`src/rtl/ex_muldiv_seq.sv`:
```
// Iterative RV32M multiply/divide sequencer for the EX stage.
// Shift-add multiply and restoring divide, one bit per cycle, with pipeline stall.
module ex_muldiv_seq #(
  parameter int XLEN = 32,
  parameter int ITER = 32
) (
  input  logic            clk,
  input  logic            rst,
  input  logic            start,
  input  logic [2:0]      op,
  input  logic [XLEN-1:0] rs1,
  input  logic [XLEN-1:0] rs2,
  input  logic            flush,
  output logic            stall,
  output logic [XLEN-1:0] result,
  output logic            result_valid
);

  localparam int CW = $clog2(ITER);

  typedef enum logic [1:0] {IDLE, CALC, DONE} state_e;

  state_e              state_q, state_d;
  logic [CW-1:0]       cnt_q, cnt_d;
  logic [2:0]          op_q, op_d;
  logic [XLEN-1:0]     b_q, b_d;
  logic [XLEN-1:0]     rem_q, rem_d;
  logic [XLEN-1:0]     quot_q, quot_d;
  logic [XLEN-1:0]     result_q, result_d;
  logic [2*XLEN-1:0]   prod_q, prod_d;
  logic                negQ_q, negQ_d;
  logic                negR_q, negR_d;

  logic                kill;
  logic                aSigned, bSigned, aNeg, bNeg;
  logic [XLEN-1:0]     aMag, bMag;
  logic                divByZero, divOvf;
  logic [XLEN-1:0]     addend;
  logic [XLEN:0]       mulSum;
  logic [XLEN:0]       partial, trial;
  logic                fits;
  logic [2*XLEN-1:0]   prodSigned;
  logic [XLEN-1:0]     quotSigned, remSigned, finalVal;

  // Operand decode: signedness per funct3, magnitudes and special divide cases.
  always_comb begin
    kill      = rst | flush;
    aSigned   = op[2] ? ~op[0] : (op[1:0] != 2'b11);
    bSigned   = op[2] ? ~op[0] : ~op[1];
    aNeg      = aSigned & rs1[XLEN-1];
    bNeg      = bSigned & rs2[XLEN-1];
    aMag      = aNeg ? (~rs1 + 1'b1) : rs1;
    bMag      = bNeg ? (~rs2 + 1'b1) : rs2;
    divByZero = op[2] & (rs2 == '0);
    divOvf    = op[2] & ~op[0] & (rs1 == {1'b1, {(XLEN-1){1'b0}}}) & (rs2 == '1);
  end

  // One datapath step; trial[XLEN] is the borrow since partial < 2*divisor always.
  always_comb begin
    addend  = prod_q[0] ? b_q : '0;
    mulSum  = {1'b0, prod_q[2*XLEN-1:XLEN]} + {1'b0, addend};
    partial = {rem_q, quot_q[XLEN-1]};
    trial   = partial - {1'b0, b_q};
    fits    = ~trial[XLEN];
  end

  always_comb begin
    prodSigned = negQ_q ? (~prod_q + 1'b1) : prod_q;
    quotSigned = negQ_q ? (~quot_q + 1'b1) : quot_q;
    remSigned  = negR_q ? (~rem_q + 1'b1) : rem_q;
    if (op_q[2])
      finalVal = op_q[1] ? remSigned : quotSigned;
    else
      finalVal = (op_q[1:0] == 2'b00) ? prodSigned[XLEN-1:0] : prodSigned[2*XLEN-1:XLEN];
  end

  always_comb begin
    state_d      = state_q;
    cnt_d        = cnt_q;
    op_d         = op_q;
    b_d          = b_q;
    rem_d        = rem_q;
    quot_d       = quot_q;
    prod_d       = prod_q;
    negQ_d       = negQ_q;
    negR_d       = negR_q;
    result_d     = result_q;
    stall        = 1'b0;
    result_valid = 1'b0;

    unique case (state_q)
      IDLE: begin
        if (start && !kill) begin
          stall   = 1'b1;
          op_d    = op;
          b_d     = bMag;
          prod_d  = {{XLEN{1'b0}}, aMag};
          quot_d  = aMag;
          rem_d   = '0;
          cnt_d   = '0;
          negQ_d  = aNeg ^ bNeg;
          negR_d  = aNeg;
          state_d = CALC;
          // Special cases preload the final quotient/remainder and skip CALC.
          if (divByZero) begin
            quot_d  = '1;
            rem_d   = rs1;
            negQ_d  = 1'b0;
            negR_d  = 1'b0;
            state_d = DONE;
          end else if (divOvf) begin
            quot_d  = {1'b1, {(XLEN-1){1'b0}}};
            rem_d   = '0;
            negQ_d  = 1'b0;
            negR_d  = 1'b0;
            state_d = DONE;
          end
        end
      end
      CALC: begin
        stall = ~kill;
        cnt_d = cnt_q + 1'b1;
        if (op_q[2]) begin
          rem_d  = fits ? trial[XLEN-1:0] : partial[XLEN-1:0];
          quot_d = {quot_q[XLEN-2:0], fits};
        end else begin
          prod_d = {mulSum, prod_q[XLEN-1:1]};
        end
        if (cnt_q == CW'(ITER-1))
          state_d = DONE;
      end
      DONE: begin
        result_valid = ~kill;
        if (!kill)
          result_d = finalVal;
        state_d = IDLE;
      end
      default: state_d = IDLE;
    endcase

    if (flush) begin
      state_d = IDLE;
      cnt_d   = '0;
      op_d    = '0;
      b_d     = '0;
      rem_d   = '0;
      quot_d  = '0;
      prod_d  = '0;
      negQ_d  = 1'b0;
      negR_d  = 1'b0;
    end
  end

  always_ff @(posedge clk) begin
    if (rst) begin
      state_q  <= IDLE;
      cnt_q    <= '0;
      op_q     <= '0;
      b_q      <= '0;
      rem_q    <= '0;
      quot_q   <= '0;
      prod_q   <= '0;
      negQ_q   <= 1'b0;
      negR_q   <= 1'b0;
      result_q <= '0;
    end else begin
      state_q  <= state_d;
      cnt_q    <= cnt_d;
      op_q     <= op_d;
      b_q      <= b_d;
      rem_q    <= rem_d;
      quot_q   <= quot_d;
      prod_q   <= prod_d;
      negQ_q   <= negQ_d;
      negR_q   <= negR_d;
      result_q <= result_d;
    end
  end

  assign result = (state_q == DONE) ? finalVal : result_q;

endmodule

```
`config.mk`:
```
export PLATFORM = sky130hd
export DESIGN_NAME = ex_muldiv_seq
export DESIGN_NICKNAME = d
export VERILOG_FILES = /design/src/rtl/ex_muldiv_seq.sv
export SDC_FILE = /design/constraint.sdc
export NUM_CORES = 1
export LEC_CHECK = 0
export CAP_MARGIN = 25
export CELL_PAD_IN_SITES_DETAIL_PLACEMENT = 0
export CELL_PAD_IN_SITES_GLOBAL_PLACEMENT = 1
export CORE_MARGIN = 1.5
export CORE_UTILIZATION = 41
export DETAILED_ROUTE_END_ITERATION = 10
export HOLD_SLACK_MARGIN = 0.03
export PLACE_DENSITY = 0.83
export SYNTH_ARGS = -nofsm -noshare
export SYNTH_HDL_FRONTEND = slang
export SYNTH_SLANG_ARGS = --single-unit
```
`constraint.sdc`:
```
create_clock -name clk -period 10.6 [get_ports clk]
set_clock_uncertainty 0.15 [all_clocks]
set_input_delay 1.59 -clock clk [delete_from_list [all_inputs] [get_ports clk]]
set_output_delay 1.59 -clock clk [all_outputs]
set_load 0.005 [all_outputs]
```
==> flow_summary.json <==
{
  "synth_cell_types": 77,
  "antenna_found_initial": 1,
  "synthArstFlopShare_pct": 0,
  "violations": "design-rule violations",
  "final_common_cell": "o21ai_0",
  "root_buffer": "clkbuf_16",
  "drc": 9,
  "tightestPinTransition_ns": 1.092,
  "wire_per_inst_um": 22.34,
  "htree_num_levels": 1,
  "overflow": 0,
  "yosys_register_bits": 204,
  "wl_um": 65820,
  "syn-instance-count": 2404,
  "ctsHoldBuffers": 0,
  "fp.dieH_um": 207.5,
  "clk_path_buf_depth": 3,
  "syn_area_um2": 17150,
  "critPathLaunchType": "primary input",
  "drv_cap": 0,
  "vdd_drop_max_mv": 0.08880,
  "fmax_ghz": 0.1451,
  "relSlewSlack_pct": 27.09,
  "maxSlewViolCount": 0,
  "drt_iter0_markers": 1961,
  "ioPinCount": 105,
  "vias": 18510,
  "cts_resized": 0,
  "status": "complete, but fails checks",
  "clock-sinks": 204,
  "cp_slowest_cell": "clkdlybuf4s50_1",
  "fin_crit_ns": 6.891,
  "cp_max_fo": 73,
  "clk_latency_ns": 0.57,
  "place.gp.congestion": 0.9651,
  "drive_above_1_share_pct": 4.971,
  "postRouteAntennaNets": 0,
  "grt_pass1_wl_um": 101000,
  "port_buffers": 104,
  "final_cell_mix": "o21ai_0 (263), nand2_1 (240), nor2_1 (240)",
  "ys.flop_type": "dfxtp_1",
  "hold_class": "reg2reg",
  "rsz0062_at_grt": "false",
  "grt_max_degree": 89,
  "fin_nets": 2540,
  "crit_buf_inv": 4,
  "path_cells": "clkdlybuf4s50_1, nor2_4, buf_4, nand2b_2, inv_1, clkdlybuf4s50_1",
  "tritoncts": "done",
  "critPathKind": "in2out",
  "yosysSeqAreaShare_pct": 23.82,
  "end_kind": "output pin",
  "drt_pass1_iterations": 10,
  "finalSetupViolCount": 0,
  "hpwl_um": 49630,
  "initial_utilization_pct": 41.80,
  "crit_family": "buffers and inverters",
  "place_ws_ns": 3.801,
  "hold_viol_final": 0,
  "diodes": 0,
  "avgSynthCellArea_um2": 7.132,
  "ys_warn_count": 0,
  "synth_nets": 2549,
  "required_ns": 8.86,
  "cts_setup_buffers": 0,
  "grt_pass1_vias": 16710,
  "grt_usage_pct": 29.76,
  "avgViaCountPerCell": 6.282,
  "dieArea_um2": 43050,
  "finalCritPeriodShare_pct": 65.01,
  "placementRows": 74,
  "areaGrowthSynthToFinish_pct": 13.08,
  "fill_cells": 4148,
  "setup_ws_ns": 3.709,
  "fin_hold_ws_ns": 0.3224,
  "tns_ns": 0,
  "die_w_um": 207.5,
  "p_leak_nw": 7.233,
  "synth-edff-count": 0,
  "core_area_um2": 41020,
  "cpPeakStageDelay_ns": 0.93,
  "numCtsBuffers": 26,
  "clk_pin_slew_ns": 0.05,
  "powerDensity_nw_per_um2": 119.1,
  "crit_top_cell": "clkdlybuf4s50_1",
  "cp.arrival_ns": 5.15
}
[synthesized netlist by cell type, types with 42 or more instances]
| library cell | count | area share [%] |
|---|---|---|
| o21ai_0 | 263 | 7.7 |
| clkbuf_1 | 149 | 3.3 |
| xnor2_1 | 89 | 4.5 |
| nand2_1 | 240 | 5.3 |
| inv_1 | 61 | 1.3 |
| nor2_1 | 245 | 5.4 |
| ha_1 | 72 | 5.3 |
| a211oi_1 | 42 | 1.8 |
| nand3_1 | 91 | 2.7 |
| nor3_1 | 47 | 1.4 |
| xor2_1 | 104 | 5.3 |
| dfxtp_1 | 204 | 24 |
| a21oi_1 | 214 | 6.2 |
| o31ai_1 | 43 | 1.9 |
[worst min-delay path: stages (launching register included)]
cell	delay [ns]
dfxtp_1	0.31
nand3b_1	0.07
nand2_1	0.05
[cells by family (layout without fill, tap and decap cells)]
logic type | count (synthesis) | in the layout | synth area share, %
compound gates | 809 | 809 | 29.22
xor+xnor | 193 | 193 | 9.859
mux | 39 | 39 | 2.401
fa+ha+maj | 74 | 74 | 5.488
flops | 204 | 204 | 23.82
simple gates | 861 | 861 | 24.19
buf+inv | 224 | 234 | 5.021
[routing by layer]
| layer | vias up | GRT usage [%] | share of wire (%) |
|---|---|---|---|
| li1 | 8813 | - | - |
| met3 | 114 | 4.554 | 7.8 |
| met1 | 8765 | 42.90 | 46 |
| met2 | 815 | 44.82 | 42 |
| met4 | 0 | 10.24 | 3.7 |
| met5 | - | 0 | 0 |
[through the flow]
stage	power (mW)	instances	area (um^2)	utilization, %
3_5_place_dp	1.344	2899	18460	45.01
3_3_place_gp	1.340	2899	18460	45.01
6_report	2.309	2946	19390	47.27
5_1_grt	2.392	2946	19390	47.27
2_1_floorplan	1.171	2404	17150	-
4_1_cts	2.303	2946	19390	47.27
[cell type report]
type                            count  area [um^2]  share of cell area (%)
Inverter                           61        229.0                   1.181
Timing Repair Buffer              126         1206                   6.221
Sequential cell                   204         4088                   21.08
Tap cell                          532        665.6                   3.433
Clock buffer                       39        810.8                   4.182
Clock inverter                      8        115.1                  0.5937
Multi-Input combinational cell   1976        12270                   63.30
[path summary, 6_finish.rpt]
| path | from | to | slack, ns | cells after the start |
|---|---|---|---|---|
| setup / recovery | rst | result_valid | 3.71 | 6 |
| hold / removal | result_q[12]$_SDFFE_PP0P_ | result_q[12]$_SDFFE_PP0P_ | 0.32 | 2 |
| setup reg to reg | prod_q[0]$_SDFFE_PP0P_ | prod_q[61]$_SDFFE_PP0P_ | 6.04 | 12 |
| hold reg to reg | result_q[12]$_SDFFE_PP0P_ | result_q[12]$_SDFFE_PP0P_ | 0.32 | 2 |
[state kept, by name, indices dropped and copies added, names as in the netlist]
name,cells
b_q,32
cnt_q,5
negQ_q,1
negR_q,1
op_q,3
prod_q,64
quot_q,32
rem_q,32
result_q,32
state_q,2
[report_power, final]
part / internal [mW] / total (mW) / switching, mW / leakage (nW)
Combinational: 0.200 / 0.545 / 0.345 / 5.12
Sequential: 0.781 / 0.799 / 0.0185 / 1.65
Clock: 0.596 / 0.965 / 0.369 / 0.463
Total: 1.58 / 2.31 / 0.732 / 7.23
(Power assumes the default switching activity.)
